[config.mk]
export PLATFORM = sky130hd
export DESIGN_NAME = iterative_rotator
export DESIGN_NICKNAME = d
export VERILOG_FILES = /design/src/rtl/iterative_rotator_pkg.sv /design/src/rtl/iterative_rotator.sv
export SDC_FILE = /design/constraint.sdc
export NUM_CORES = 1
export LEC_CHECK = 0
export BUFFER_PORTS_ARGS = -buffer_cell sky130_fd_sc_hd__buf_4
export CAP_MARGIN = 25
export CORE_MARGIN = 5
export CORE_UTILIZATION = 46
export DETAILED_ROUTE_END_ITERATION = 7
export GPL_ROUTABILITY_DRIVEN = 0
export PLACE_DENSITY_LB_ADDON = 0.2
export SYNTH_ARGS = -nofsm -noshare
export SYNTH_HDL_FRONTEND = slang
export SYNTH_SLANG_ARGS = --single-unit
[constraint.sdc]
create_clock -name clk -period 1.4 [get_ports clk]
set_input_delay 0.14 -clock clk [delete_from_list [all_inputs] [get_ports clk]]
set_output_delay 0.14 -clock clk [all_outputs]
set_load 0.02 [all_outputs]
[src/rtl/iterative_rotator_pkg.sv]
// Shared definitions for the multi-cycle right-direction shift unit:
// operation mode encodings and the controller state type.
package iterative_rotator_pkg;

    // Operation select captured with each accepted request
    localparam logic MODE_ROR = 1'b0;
    localparam logic MODE_SRL = 1'b1;

    // Controller states; the unused encoding 2'b11 falls back to IDLE
    typedef enum logic [1:0] {
        IDLE  = 2'b00,
        SHIFT = 2'b01,
        DONE  = 2'b10
    } rot_state_e;

endpackage : iterative_rotator_pkg

[src/rtl/iterative_rotator.sv]
// Iterative rotate-right / shift-right-logical unit.
// Moves the captured operand one bit position per clock, counting the
// captured amount down to zero, then pulses done for one cycle.
// The result stays in rot_out until the next accepted request.
// busy and done are registered from the next-state decode so that no
// output depends combinationally on any input.
module iterative_rotator
    import iterative_rotator_pkg::*;
#(
    parameter int WIDTH = 16,
    parameter int CNT_W = $clog2(WIDTH)
) (
    input  logic             clk,
    input  logic             rst,
    input  logic             start,
    input  logic [WIDTH-1:0] rot_in,
    input  logic [CNT_W-1:0] rot_val,
    input  logic             mode,
    output logic             busy,
    output logic             done,
    output logic [WIDTH-1:0] rot_out
);

    rot_state_e       state_r;
    rot_state_e       state_next_s;
    logic [CNT_W-1:0] count_r;
    logic [CNT_W-1:0] count_next_s;
    logic             mode_r;
    logic             mode_next_s;
    logic [WIDTH-1:0] data_next_s;

    // One-position right move; the vacated MSB takes the old LSB (ROR) or zero (SRL)
    function automatic logic [WIDTH-1:0] shift_step(input logic [WIDTH-1:0] d,
                                                    input logic             m);
        logic [WIDTH-1:0] r;
        if (m == MODE_SRL) begin
            r = {1'b0, d[WIDTH-1:1]};
        end else begin
            r = {d[0], d[WIDTH-1:1]};
        end
        return r;
    endfunction

    // Next-state, next-data and next-count decode for the three-state controller
    always_comb begin
        state_next_s = state_r;
        count_next_s = count_r;
        mode_next_s  = mode_r;
        data_next_s  = rot_out;
        case (state_r)
            IDLE, DONE: begin
                if (start) begin
                    data_next_s  = rot_in;
                    count_next_s = rot_val;
                    mode_next_s  = mode;
                    if (rot_val == {CNT_W{1'b0}}) begin
                        state_next_s = DONE;
                    end else begin
                        state_next_s = SHIFT;
                    end
                end else begin
                    state_next_s = IDLE;
                end
            end
            SHIFT: begin
                // Requests and operand changes are ignored while shifting
                data_next_s  = shift_step(rot_out, mode_r);
                count_next_s = count_r - CNT_W'(1);
                if (count_r == CNT_W'(1)) begin
                    state_next_s = DONE;
                end else begin
                    state_next_s = SHIFT;
                end
            end
            default: begin
                state_next_s = IDLE;
            end
        endcase
    end

    // State, datapath and registered status outputs; reset wins over any request
    always_ff @(posedge clk) begin
        if (rst) begin
            state_r <= IDLE;
            count_r <= {CNT_W{1'b0}};
            mode_r  <= MODE_ROR;
            rot_out <= {WIDTH{1'b0}};
            busy    <= 1'b0;
            done    <= 1'b0;
        end else begin
            state_r <= state_next_s;
            count_r <= count_next_s;
            mode_r  <= mode_next_s;
            rot_out <= data_next_s;
            busy    <= (state_next_s == SHIFT);
            done    <= (state_next_s == DONE);
        end
    end

endmodule : iterative_rotator

After elaboration in Yosys (flattened, before gate mapping)
Index checks and enable logic that the tools add are counted.

storage, ports and cells
  RAM bits = 0
  input bits = 24
  bits in read-only memories = 0
  bits in latches = 0
  memories = 0
  bits in registers = 25
  output and inout bits = 18

cells by class
  magnitude comparators = 0
  bitwise logic cells = 0
  muxes and demuxes = 9
  equal/unequal tests = 6
  div/mod/pow operators = 0
  add/subtract/negate cells = 1
  $mul = 0
  shift-type cells = 0
  reductions and logical operators = 6

operators with widths
  kind                   number
  $mux W16               2
  $pmux W16 S2           1
  $pmux W4 S2            1
  $mux W2                3
  $eq A2 B1 Y1 const B   2
  $eq A2 B2 Y1 const B   2
  $eq A4 B1 Y1 const B   1
  $logic_not A4 Y1       1
  $mux W4                1
  $pmux W2 S2            1
  $reduce_and A2 Y1      2
  $sub A4 B1 Y4 const B  1
  $logic_not A2 Y1       1
  $ne A2 B2 Y1 const B   1
  $reduce_bool A2 Y1     1
  $reduce_or A2 Y1       1

Depth between registers and ports, before layout
Gate-level depths: netlist of the first run.

  depth after elaboration = 5
  mapped depth = 5
  gate-level depth less buffers = 5

Least setup slack after synthesis of the first run
OpenSTA, ideal clock, no wires.

  path type = register to register
  start point = reg count_r[0]
  end point = reg count_r[3]
  stages on the path, launching flop included = 4
  setup time = 0.074 ns
  path buffers = 0
  slack = 0.239 ns
  data arrival time = 1.086 ns
  cell sequence = dfxtp_1 or3_1 or3_1 a31oi_1

between the ends
  longest elaborated chain between the ends = 2

RTL lines
  item                      RTL line                 source
  start: declaration        iterative_rotator.sv:26  logic [CNT_W-1:0] count_r;
  start signal: assignment  iterative_rotator.sv:85  count_r <= {CNT_W{1'b0}};
  start signal: assignment  iterative_rotator.sv:92  count_r <= count_next_s;
  $sub A4 B1 Y4             iterative_rotator.sv:68  count_next_s = count_r - CNT_W'(1);
  $pmux W4 S2               iterative_rotator.sv:50  case (state_r)

Every way passes these cells.
A chain may end at the register's enable or synchronous reset.

Worst setup path after layout of the first run
  start point = reg state_r[1]
  end point = reg rot_out[4]

between the ends
  longest elaborated chain between the ends = 4

RTL lines
  item                                                                 RTL line                 source
  start: declaration                                                   iterative_rotator.sv:24  rot_state_e state_r;
  start signal: assignment                                             iterative_rotator.sv:91  state_r <= state_next_s;
  $eq A2 B2 Y1 or $logic_not A2 Y1 (tied branches)                     iterative_rotator.sv:50
  $reduce_or A2 Y1                                                     iterative_rotator.sv:50
  $ne A2 B2 Y1 (no source line) or $reduce_bool A2 Y1 (tied branches)  n/a
  $reduce_and A2 Y1 (no source line)                                   n/a
  end signal: assignment                                               iterative_rotator.sv:87  rot_out <= {WIDTH{1'b0}};
  end signal: assignment                                               iterative_rotator.sv:94  rot_out <= data_next_s;
  end: declaration                                                     iterative_rotator.sv:21  output logic [WIDTH-1:0] rot_out

Parallel ways exist; a longest one is shown, timed or not.

==> impl_metrics.csv, run 1 <==
group,metric,value,unit
outcome,status,"finished, final reports clean",
pwr,combPwrFrac,30.3,%
sta,timing.setup.tns,0,ps
placement,dp_hpwl,1930,µm
cts,cts_root_buf,"clkbuf_4",
sta,final_hold_viol_count,0,
routing,drc_errors,0,
cts,clock_latency,310,ps
die,core_area,0.00221,mm²
yosys,synth.area.mux_share,0,%
critical_path,crit_fanout,10,
die,die-width,58.0,µm
die,ios,42,
worst_hold_path,hold_path.class,"input port to flip-flop",
sta,rsz0062_at_grt,"false",
yosys,yosys_register_bits,25,
cts,cts_tree,"yes",
critical_path,ff2ff_setup_slack,150,ps
critical_path,r2r_cells,4,
yosys,syn_area,0.00106,mm²
cts,path_clk_slew,130,ps
cts,cts_setup_buffers,0,
pwr,p_clk_share,18.9,%
finish,drive_gt1_share,31.3,%
cts,holdBufCountCts,0,
sta,fmax,798,MHz
finish,fin_nets,190,
routing,vias_per_cell,5.63,
yosys,synth_fa_ha_area_share,2.36,%
sta,period_share,89.6,%
worst_hold_path,worstHoldPathCells,3,
placement,post_dp_cell_area,0.00138,mm²
routing,postRouteAntennaNets,0,
die,fp.dieH,58.0,µm
critical_path,timing.critical_path.to_type,"flip-flop",
routing,wl,2670,µm
sta,slew_violations,0,
routing,dr_total_vias,1075,
cts,cts-buffers-inserted,3,
yosys,synth.avg_cell_area,8.61,µm²
critical_path,critical_path_class,"flip-flop to flip-flop",
yosys,ys_types,26,
finish,fin_cells,191,
routing,first_iter_violations,28,
pwr,leakage,0.610,nW
global_route,antenna_found_initial,0,
sta,relSlewSlack,75.5,%
yosys,synth_xor_area_share,0,%
global_route,first_global_vias,1047,
yosys,synth-seq-area-share,47.3,%
yosys,yosys.area_share.simple,25.3,%
pwr,seq_power_share,50.8,%
sta,setup_violations,0,
die,die_area,0.00336,mm²
global_route,grt_max_degree,26,
yosys,synth_compound_area_share,17.1,%
critical_path,arrival,1490,ps
sta,max_slew.worst_pin.slew,363,ps
yosys,synth_top_family_by_area,"simple AND/OR/NAND/NOR gates",
cts,cts_buffer_depth,2,
finish,fin_area,0.00141,mm²
critical_path,cp_data_required_time,1640,ps
global_route,grt_pass1_wl,4460,µm
finish,area_growth,33.0,%
pwr,cellPowerDensity,1190,mW/mm²
pwr,intPower,1.14,mW
die,start_util,47.9,%
placement,placed_cells,187,
pwr,p_sw,0.533,mW
global_route,overflow,0,
critical_path,worst_setup_path_start_kind,"flip-flop",
run,maxCapViolCount,0,
routing,drt-wirelength-per-cell,14.0,µm
sta,final.min_clock_period,1250,ps
pwr,swShare,31.8,%
placement,port_buffers,41,
yosys,synth_nets,149,
sta,clock_skew,1.46,ps
die,rows,17,
yosys,synthCells,123,
global_route,gr-usage-all-layers,16.6,%
routing,first_pass_iters,4,
cts,cts_resized,0,
cts,cts_sinks,25,
pwr,irDropWorstVdd,0.713,mV
finish,antenna_cells,0,
cts,htree_levels,1,
finish,nFillCells,222,
yosys,yosysWarnings,0,
pwr,power,1.68,mW
worst paths after layout:
path | start | to
worst max-delay path | state_r[1] | rot_out[4]
worst max register to register | state_r[1] | rot_out[4]
worst min register to register | mode_r | mode_r
worst min-delay path | mode | mode_r
cells by family after synthesis:
| group | after synthesis |
|---|---|
| simple gates | 54 |
| buf+inv | 15 |
| flops | 25 |
| fa+ha+maj | 2 |
| compound gates | 27 |
sequential cells by signal (all words and copies together), names as in the netlist:
signal	flops
mode_r	1
busy	1
rot_out	16
state_r	2
done	1
count_r	4
layer usage:
metal	part of all wire [%]	track usage [%]	vias up
met5	0	0	-
met4	2.1	9.27	0
met3	7.4	3.12	4
met2	46	27.3	35
met1	44	20.3	506
li1	-	-	530
power groups by stage:
stage	clock (mW)	sequential, mW	combinational [mW]
after global routing	0.354	0.864	0.556
after global placement	0	0.863	0.498
after floorplan	0	0.928	0.247
after CTS	0.332	0.852	0.511
final	0.318	0.852	0.507
after detailed placement	0	0.866	0.510
Yosys cell counts:
library cell / count / area, µm²
a21oi_1: 3 / 15.0
a22oi_1: 2 / 15.0
a2bb2oi_1: 1 / 8.76
a311oi_1: 2 / 17.5
a31oi_1: 2 / 12.5
a32oi_1: 1 / 8.76
buf_2: 6 / 30.0
buf_4: 3 / 22.5
buf_6: 1 / 11.3
clkbuf_1: 1 / 3.75
clkbuf_2: 1 / 5.00
dfxtp_1: 25 / 500
ha_1: 2 / 25.0
inv_1: 3 / 11.3
nand2_1: 7 / 26.3
nand2b_1: 2 / 12.5
nand3_1: 3 / 15.0
nor2_1: 6 / 22.5
nor2b_1: 3 / 18.8
nor3_1: 28 / 140
nor3b_1: 1 / 7.51
nor4_1: 1 / 6.26
o211ai_1: 1 / 7.51
o22a_1: 1 / 8.76
o22ai_1: 14 / 87.6
or3_1: 3 / 18.8
stage by stage:
stage	setup WS (ps)	hold WS, ps	utilization (%)
2_1_floorplan	239	276	-
3_3_place_gp	216	394	62.4
3_5_place_dp	187	406	62.4
4_1_cts	155	59.1	63.6
5_1_grt	5.45	62.5	63.6
6_report	146	60.7	63.6
area by class of cell:
type / instances / area (µm²) / share of cell area (%)
well taps: 28 / 35.0 / 2.49
multi-input cells: 83 / 474 / 33.7
inverters: 3 / 11.3 / 0.800
repair buffers: 48 / 360 / 25.6
clock buffers: 4 / 26.3 / 1.87
flip-flops and latches: 25 / 500 / 35.6
worst max-delay path, stage by stage (launching register included):
cell,delay [ps]
dfxtp_1,350
nand2b_1,320
buf_4,240
nor2_1,50
a311oi_1,210
cells in the final DEF (no fill, tap or decap):
cell and count:
o22ai_1 14, clkbuf_1 1, a22oi_1 2, a2bb2oi_1 1, buf_4 48, nor3_1 28, nor4_1 1, dfxtp_1 25
nand2b_1 2, nor3b_1 1, o211ai_1 1, clkbuf_4 3, o22a_1 1, a21oi_1 3, a31oi_1 2, or3_1 3
ha_1 2, inv_1 3, nand3_1 3, a32oi_1 1, a311oi_1 2, nor2b_1 3, nor2_1 6, nand2_1 7
No activity file was read; power rests on OpenSTA's default activity.
==> run 2, diff against run 1 <==
--- a/config.mk
+++ b/config.mk
@@ -5,10 +5,12 @@
 export SDC_FILE = /design/constraint.sdc
 export NUM_CORES = 1
 export LEC_CHECK = 0
+export ABC_AREA = 1
 export BUFFER_PORTS_ARGS = -buffer_cell sky130_fd_sc_hd__buf_4
 export CAP_MARGIN = 25
 export CORE_MARGIN = 5
-export CORE_UTILIZATION = 46
+export CORE_UTILIZATION = 48
+export CTS_CLUSTER_SIZE = 25
 export DETAILED_ROUTE_END_ITERATION = 7
 export GPL_ROUTABILITY_DRIVEN = 0
 export PLACE_DENSITY_LB_ADDON = 0.2
==> run 2 against run 1 <==
Net effect:
- cell area rose by 7.9%
- count of clock-buffer cells in the layout stayed put
- cell count rose by 15%
- first-iteration DRC count up 36%
- critical endpoint is now rot_out[0]
- power rose by 0.92%
- critical path type unchanged
- highest routed layer unchanged
- fmax is 4.5% higher
- setup slack better by 54 ps
- sequential share of layout area is 2.6 points lower
- clock power shrank 1%
- global-route usage fell by 1.1 points
- flip-flop and latch count unchanged
==> impl_metrics.csv, run 2 <==
group,metric,value,unit
outcome,status,"finished, final reports clean",
yosys,async_reset_ff_share,0,%
critical_path,worst_setup_path_start_kind,"flip-flop",
yosys,synth_edf_count,0,
finish,post-route-util,62.4,%
sta,final_hold_viol_count,0,
routing,drt-wirelength-per-cell,11.9,µm
yosys,synth-seq-area-share,41.8,%
finish,top_register,"rot_out",
finish,fin_cells,220,
routing,first_iter_violations,38,
sta,timing.setup.tns,0,ps
finish,largest_register_ffs,16,
routing,drc_errors,0,
worst_hold_path,hold_path.class,"input port to flip-flop",
yosys,synthDominantCellAreaShare,41.8,%
routing,first_pass_iters,4,
cts,cts-buffers-inserted,3,
placement,port_buffers,41,
finish,mostFrequentLayoutCell,"buf_4",
global_route,grt_pass1_wl,4390,µm
pwr,power,1.69,mW
critical_path,cp_data_required_time,1640,ps
global_route,first_global_vias,1029,
sta,holdWs,46.2,ps
pwr,irDropWorstVdd,0.985,mV
finish,area_growth,26.7,%
sta,fmax,833,MHz
sta,rsz0062_at_grt,"false",
yosys,synth_top_area_cell,"dfxtp_1",
worst_hold_path,min_to,"count_r[2]",
global_route,overflow,0,
yosys,synthTopCellsByCount,"nor2_1, dfxtp_1, o21ai_0, nand2_1",
sta,clock_skew,1.19,ps
yosys,synth_nets,177,
critical_path,cp_num_buf_inv,2,
critical_path,ff2ff_setup_slack,200,ps
die,core_area,0.00243,mm²
critical_path,slowest_stage,"dfxtp_1",
cts,cts_sinks,25,
sta,period_share,85.7,%
critical_path,critical_path.top_delay_family,"flip-flops",
critical_path,arrival,1440,ps
critical_path,r2r-start,"state_r[0]",
placement,dp_hpwl,1970,µm
yosys,synthTopCellsByArea,"dfxtp_1, nor2_1, o21ai_0",
critical_path,path_cells,"inv_2 > nand2_4 > buf_4 > nor2_1 > a211oi_1",
die,die-width,60.0,µm
pwr,cellPowerDensity,1110,mW/mm²
finish,antenna_cells,0,
yosys,synthCells,151,
yosys,synth_most_common_cell,"nor2_1",
global_route,antenna_found_initial,0,
sta,final.min_clock_period,1200,ps
die,fp.dieH,60.0,µm
yosys,ys_types,24,
die,ios,42,
yosys,synth_flop_cell,"dfxtp_1",
pwr,leakage,0.682,nW
finish,fin_nets,217,
global_route,gr-usage-all-layers,15.5,%
global_route,grt_max_degree,24,
critical_path,cpPeakStageDelay,410,ps
worst_hold_path,worstHoldPathCells,2,
finish,nFillCells,233,
placement,placed_cells,216,
sta,max_slew.worst_pin.slew,272,ps
critical_path,rr_endpoint,"rot_out[0]",
die,die_area,0.00360,mm²
finish,drive_gt1_share,36.3,%
routing,wl,2620,µm
critical_path,critical_path_class,"flip-flop to flip-flop",
cts,cts_setup_buffers,0,
yosys,yosys_register_bits,25,
finish,final_cell_mix,"buf_4, nor2_1, dfxtp_1",
critical_path,r2r_cells,5,
yosys,syn_area,0.00120,mm²
sta,slew_violations,0,
cts,cts_tree,"yes",
cts,cts_root_buf,"clkbuf_4",
cts,holdBufCountCts,0,
worst_hold_path,hold_start,"rst",
routing,postRouteAntennaNets,0,
finish,reg_top3,"rot_out (16), count_r (4), state_r (2)",
cts,cts_buffer_depth,2,
sta,setup_violations,0,
yosys,synth.avg_cell_area,7.94,µm²
critical_path,timing.critical_path.to_type,"flip-flop",
run,maxCapViolCount,0,
cts,htree_levels,1,
sta,relSlewSlack,81.9,%
critical_path,crit_fanout,14,
die,rows,18,
yosys,yosysWarnings,0,
die,start_util,49.3,%
routing,dr_total_vias,1091,
cts,clock_latency,310,ps
routing,vias_per_cell,4.96,
cts,path_clk_slew,130,ps
-- run 2: where the power goes --
part	total [mW]	switching (mW)	internal [mW]
registers	0.852	0.0583	0.793
clock network	0.314	0.203	0.111
logic	0.527	0.307	0.219
total	1.69	0.569	1.12
-- run 2: worst max-delay path by stage --
stage          startpoint    endpoint  slack [ps]  depth (start not counted)
6_report       state_r[0]  rot_out[0]         200                          5
5_1_grt        state_r[0]  rot_out[0]          70                          5
4_1_cts        state_r[1]  count_r[2]         140                          6
3_5_place_dp   state_r[0]  count_r[2]         160                          4
3_3_place_gp   state_r[1]  count_r[2]         170                          6
2_1_floorplan  count_r[0]  count_r[1]         420                          5
-- run 2: area by class of cell --
class | count | area (µm²) | share of cell area (%)
clock buffers | 4 | 26.3 | 1.73
flip-flops and latches | 25 | 500 | 32.9
repair buffers | 42 | 315 | 20.8
inverters | 10 | 41.3 | 2.72
well taps | 30 | 37.5 | 2.47
multi-input cells | 109 | 598 | 39.4
-- run 2: per-layer routing --
metal	routed length, µm	global-route usage, %	vias up
li1	-	-	571
met1	1150	20.2	489
met2	1280	26.1	29
met3	175	3.89	2
met4	15	2.85	0
met5	0	0	-
-- run 2: cell families after synthesis --
kind of cell | count (synthesis) | share of synthesized area, %
buf+inv | 17 | 9.50
simple gates | 75 | 32.3
fa+ha+maj | 2 | 2.09
compound gates | 32 | 14.4
flops | 25 | 41.8
-- run 2: stage by stage --
stage	cell area (µm²)	setup WS, ps
final	1520	200
after global routing	1520	74.9
after CTS	1500	140
after detailed placement	1480	161
after global placement	1480	173
after floorplan	1200	423
-- run 2: worst reg2reg max path: stages (launching register included) --
cell and delay [ps]:
dfxtp_1 410, inv_2 60, nand2_4 180, buf_4 230
nor2_1 60, a211oi_1 200
-- run 2: timing repair --
item	4_1_cts	5_1_grt
endpoints found under the setup margin	0	4
resized for setup	0	3
endpoints found under the hold margin	0	0
